## config.mk

```make
export PLATFORM = sky130hd
export DESIGN_NAME = rob
export DESIGN_NICKNAME = d
export VERILOG_FILES = /design/src/rtl/rob.sv
export SDC_FILE = /design/constraint.sdc
export NUM_CORES = 1
export LEC_CHECK = 0
export ABC_CLOCK_PERIOD_IN_PS = 8900
export CAP_MARGIN = 10
export CORE_MARGIN = 2
export CORE_UTILIZATION = 40
export CTS_BUF_LIST = sky130_fd_sc_hd__clkbuf_4 sky130_fd_sc_hd__clkbuf_8
export CTS_CLUSTER_SIZE = 16
export DETAILED_ROUTE_END_ITERATION = 10
export GPL_TIMING_DRIVEN = 0
export PLACE_DENSITY = 0.53
export SETUP_SLACK_MARGIN = 0.05
export SLEW_MARGIN = 0
export SYNTH_ARGS = -nofsm -noshare
export SYNTH_HDL_FRONTEND = slang
export SYNTH_SLANG_ARGS = --single-unit
```

## constraint.sdc

```tcl
create_clock -name clk -period 8.9 [get_ports clk]
set_clock_uncertainty 0.2 [all_clocks]
set_input_delay 2.225 -clock clk [delete_from_list [all_inputs] [get_ports clk]]
set_output_delay 2.225 -clock clk [all_outputs]
set_load 0.03 [all_outputs]
```

## src/rtl/rob.sv

```systemverilog
// rob: reorder buffer with in-order retire and branch resolution.
// Frees pd_old at retire; turns branch results into mispredict/hit pulses.
module rob #(
  parameter int DEPTH  = 16,
  parameter int PREG_W = 7
) (
  input  logic              clk,
  input  logic              reset,
  input  logic              valid_in,
  output logic              ready_in,
  input  logic [PREG_W-1:0] pd_new,
  input  logic [PREG_W-1:0] pd_old,
  input  logic [$clog2(DEPTH)-1:0] rob_tag_in,
  input  logic              is_branch,
  input  logic [31:0]       pc_in,
  input  logic              cmpl_valid,
  input  logic [$clog2(DEPTH)-1:0] cmpl_tag,
  input  logic              br_valid,
  input  logic [$clog2(DEPTH)-1:0] br_tag,
  input  logic              br_mispredict,
  output logic              write_en,
  output logic [PREG_W-1:0] rob_data_out,
  output logic              mispredict,
  output logic [$clog2(DEPTH):0] mispredict_tag,
  output logic              hit,
  output logic [31:0]       commit_pc,
  output logic              empty
);
  localparam int TW = $clog2(DEPTH);
  localparam logic [TW:0]   FULL = (TW+1)'(DEPTH);
  localparam logic [TW:0]   C1 = 1;
  localparam logic [TW-1:0] T1 = 1;

  logic [DEPTH-1:0]  valid_q, done_q, isbr_q;
  logic [PREG_W-1:0] pdold_q [DEPTH];
  logic [31:0]       pc_q [DEPTH];
  logic [TW-1:0]     head_q, head_d, tail_q, tail_d;
  logic [TW:0]       count_q, count_d, mis_cnt;
  logic              we_q, mis_q, hit_q;
  logic [PREG_W-1:0] data_q;
  logic [31:0]       cpc_q;
  logic [TW:0]       mtag_q;

  logic              br_ok, mis_now, flush_block, disp, ret;
  logic [TW-1:0]     br_age;
  logic [DEPTH-1:0]  squash;

  // rename keeps pd_new itself; the ROB only needs pd_old to free
  logic unused_pd_new;
  assign unused_pd_new = ^pd_new;

  assign br_ok       = br_valid && valid_q[br_tag] && isbr_q[br_tag];
  assign mis_now     = br_ok && br_mispredict;
  assign flush_block = mis_now || mis_q;
  assign ready_in    = (count_q != FULL) && !flush_block;
  assign disp        = valid_in && ready_in;
  assign ret         = valid_q[head_q] && done_q[head_q];
  assign br_age      = br_tag - head_q;
  // age 0..15 plus the branch itself gives 1..16 surviving entries
  assign mis_cnt     = {1'b0, br_age} + C1;

  // entries strictly younger than the mispredicted branch
  always_comb begin
    squash = '0;
    for (int i = 0; i < DEPTH; i++)
      squash[i] = mis_now && ((TW'(i) - head_q) > br_age);
  end

  // pointer and occupancy next-state
  always_comb begin
    head_d  = ret ? head_q + T1 : head_q;
    tail_d  = tail_q;
    count_d = count_q;
    if (mis_now) begin
      tail_d  = br_tag + T1;
      count_d = mis_cnt;
    end else if (disp) begin
      tail_d  = rob_tag_in + T1;
      count_d = count_q + C1;
    end
    if (ret)
      count_d = count_d - C1;
  end

  // per-entry valid/done/branch flags
  always_ff @(posedge clk or posedge reset) begin
    if (reset) begin
      valid_q <= '0;
      done_q  <= '0;
      isbr_q  <= '0;
    end else begin
      for (int i = 0; i < DEPTH; i++) begin
        if (disp && rob_tag_in == TW'(i)) begin
          valid_q[i] <= 1'b1;
          done_q[i]  <= 1'b0;
          isbr_q[i]  <= is_branch;
        end else if (squash[i] || (ret && head_q == TW'(i))) begin
          valid_q[i] <= 1'b0;
        end else if ((cmpl_valid && cmpl_tag == TW'(i) && valid_q[i])
                     || (br_ok && br_tag == TW'(i))) begin
          done_q[i] <= 1'b1;
        end
      end
    end
  end

  // entry payload, qualified by valid so no reset needed
  always_ff @(posedge clk) begin
    if (disp) begin
      pdold_q[rob_tag_in] <= pd_old;
      pc_q[rob_tag_in]    <= pc_in;
    end
  end

  // pointers and registered retire/branch outputs
  always_ff @(posedge clk or posedge reset) begin
    if (reset) begin
      head_q  <= '0;
      tail_q  <= '0;
      count_q <= '0;
      we_q    <= 1'b0;
      data_q  <= '0;
      cpc_q   <= '0;
      mis_q   <= 1'b0;
      hit_q   <= 1'b0;
      mtag_q  <= '0;
    end else begin
      head_q  <= head_d;
      tail_q  <= tail_d;
      count_q <= count_d;
      we_q    <= ret && (pdold_q[head_q] != '0);
      if (ret) begin
        data_q <= pdold_q[head_q];
        cpc_q  <= pc_q[head_q];
      end
      mis_q <= mis_now;
      hit_q <= br_ok && !br_mispredict;
      if (br_ok)
        mtag_q <= {1'b0, br_tag};
    end
  end

  // rename must hand out tags in tail order
  a_tag_is_tail: assert property (@(posedge clk) disable iff (reset)
    disp |-> rob_tag_in == tail_q);

  assign write_en       = we_q;
  assign rob_data_out   = data_q;
  assign commit_pc      = cpc_q;
  assign mispredict     = mis_q;
  assign hit            = hit_q;
  assign mispredict_tag = mtag_q;
  assign empty          = (count_q == '0);
endmodule

```

==> impl_metrics.ini <==
[pwr]
irDropWorstVdd_mv = 0.1466
power_mw = 11.89
leakage_nw = 12.04
p_per_area_nw_per_um2 = 331.8

[outcome]
status = completed

[final_layout]
final_cell_mix = edfxtp_1 (624), mux4_2 (203), clkbuf_8 (140)
multi_input_area_um2 = 8267
final_common_cell = edfxtp_1
synthToLayoutAreaGrowth_pct = 19.36
drive_above_1_share = 0.3062
seqCellArea_um2 = 21320
n_fill_cell = 6240
fin_nets = 1891

[yosys]
postSynthAreaPerCell_um2 = 19.95
synth_ff_type = edfxtp_1
seq_area_frac_synth = 0.7099
synth_area_um2 = 30030
yosysUniqueCellTypes = 66
synthArstFlopShare = 0.1417
syn_inst = 1505
synth.area.top_cells = edfxtp_1 (62%), mux4_2 (15%), dfrtp_1 (8.6%)
synth_top_cell_by_area = edfxtp_1
syn_nets = 1621
synth-seq-cells = 727
synth_warnings = 0
synth_top_area_frac = 0.6241
synth-edff-count = 624

[place]
port_buffers = 104
place.gp.congestion = 0.8422
hpwl_mm = 50.83

[hold_path]
min_to = isbr_q[5]
min_path_type = flip-flop to flip-flop
holdPathStages = 1
worstHoldStart = isbr_q[5]

[critical_path]
path_class = input port to output pin
cpLargestDelayFamily = buffers and inverters
r2r_setup_slack_ns = 4.63
slowest_stage = clkdlybuf4s50_1
crit_fanout = 10
worstPathCellList = clkdlybuf4s50_1 -> buf_6 -> mux4_2 -> mux2_2 -> o2111ai_2 -> nor2_2 -> buf_4 -> buf_2 -> nor3_1 -> clkdlybuf4s50_1
critPathLaunch = br_tag[1]
reg2reg_to = done_q[0]
path_buf_inv = 5
cpPeakStageDelay_ns = 0.71
cp_data_required_time_ns = 6.48
startpoint_type = input port
regToRegStartpoint = head_q[2]
r2r_cells = 10
cp-end-kind = output pin
cp_common_cell = clkdlybuf4s50_1
worst_ep_arrival_time_ns = 6.02

[route]
top_layer = met5
wl_met3_mm = 4.102
num_vias = 16050
avgRoutedWirePerCell_um = 27.96
ant_nets = 0
wl_mm = 79.67
remaining_drc_errors = 0
route.met2.wl_mm = 38.80
firstDrtPassIters = 5
met1_length_mm = 34.83
dr.first_iter.drc_count = 1406
vias_per_cell = 5.632

[timing]
finalHoldViolations = 0
grt_setup_unrepaired = false
slew_headroom = 0.2167
max_slew.worst_pin.slew_ns = 1.175
max_freq_mhz = 118.4
period_needed_ns = 8.445
drv_slew = 0
setup_viol = 0
whs_ns = 0.2891
finalCritPeriodShare = 0.9489

[die]
fp.dieH_um = 278.0
rows = 100
coreArea_um2 = 74320
top_level_ports = 114
die_area_um2 = 77270
die_w_um = 278.0
start_util = 0.4040

[global_routing]
grt_pass1_wl_mm = 115.2
grt_max_degree = 68
antenna_found_initial = 5
grt_usage = 0.2074
grt_pass1_vias = 16605
grt_overflow = 0

[clock_tree]
cts_tree = done
clkLatencyLatePin_ns = 0.71
cts.clk_slew.worst_paths_ns = 0.05
h-tree-depth = 3
cts_sinks = 727
hold_buffers = 0
postCtsSetupRepairBufs = 0
ctsLongestPathBuffers = 3
ctsRootBufferMaster = clkbuf_8
ctsResizeCount = 0
cts_buffers = 118

[job]
cap_violations = 0
==> report_power, final <==
part / internal [mW] / switching, mW
Combinational: 2.12 / 2.50
Clock: 1.76 / 1.32
Sequential: 4.00 / 0.193
==> state kept, by name, indices dropped and copies added, names as in the netlist <==
register and cells:
valid_q 16, isbr_q 16, hit 1, mispredict 1, count_q 5, head_q 4
write_en 1, rob_data_out 7, pdold_q 112, done_q 16, mispredict_tag 4, commit_pc 32
pc_q 512
==> cells in the mapped netlist (3+ instances only) <==
library cell	number
edfxtp_1	624
mux4_2	203
dfrtp_1	103
mux2_2	59
inv_1	50
ha_1	49
nand2_1	32
buf_2	31
clkbuf_1	29
o21a_1	26
o22ai_1	26
xnor2_1	20
o21ai_0	17
a21oi_1	16
nand3_1	15
and3_1	14
nor2_1	14
a32o_1	12
nor2_2	12
nand4_1	11
nor4_1	11
buf_1	10
o31ai_1	10
or3_1	9
nor2b_1	7
nor3_1	7
mux2i_1	6
nand2b_1	6
a21o_1	4
a311oi_1	4
a31oi_1	4
o211ai_1	4
o221ai_1	4
xor2_1	4
buf_4	3
mux2_1	3
nand3b_1	3
o2111ai_1	3
==> per-layer routing <==
layer	vias up	track usage
met5	-	0
met4	4	0.06403
met3	118	0.03291
met2	508	0.3390
met1	8608	0.2876
li1	6812	-
==> logic make-up (layout without fill, tap and decap cells) <==
logic type | after synthesis | count (layout) | synth area share
other cells | 1 | 4 | 0.0001249
fa+ha+maj | 51 | 51 | 0.02175
compound gates | 148 | 148 | 0.03555
flops | 727 | 727 | 0.7099
buf+inv | 126 | 499 | 0.01767
simple gates | 156 | 156 | 0.02967
mux | 271 | 271 | 0.1775
xor+xnor | 25 | 25 | 0.007792
==> layout make-up <==
type,instances,share of cell area
clock inverters,45,0.01016
repair buffers,150,0.05370
well taps,969,0.03383
inverters,52,0.005586
plain buffers,74,0.009357
diodes,3,0.0002095
clock buffers,178,0.06173
flip-flops and latches,727,0.5948
multi-input cells,652,0.2307
==> metrics by stage <==
step	TNS (ns)	area [µm²]	cells	worst slack [ns]	utilization
2_1_floorplan	0	30030	1505	1.881	-
3_3_place_gp	-156.99	32280	2578	-1.353	0.4343
3_5_place_dp	0	33210	2620	0.4549	0.4468
4_1_cts	0	35780	2843	0.4287	0.4814
5_1_grt	0	35840	2849	0.2858	0.4822
6_report	0	35840	2850	0.4545	0.4822
==> worst max path at each step <==
stage	endpoint	slack [ns]	cells past startpoint
2_1_floorplan	ready_in	1.88	8
3_3_place_gp	isbr_q[6]	-1.35	8
3_5_place_dp	ready_in	0.45	10
4_1_cts	ready_in	0.43	10
5_1_grt	ready_in	0.29	10
6_report	ready_in	0.45	10
Power figures use the tool's default switching activity.
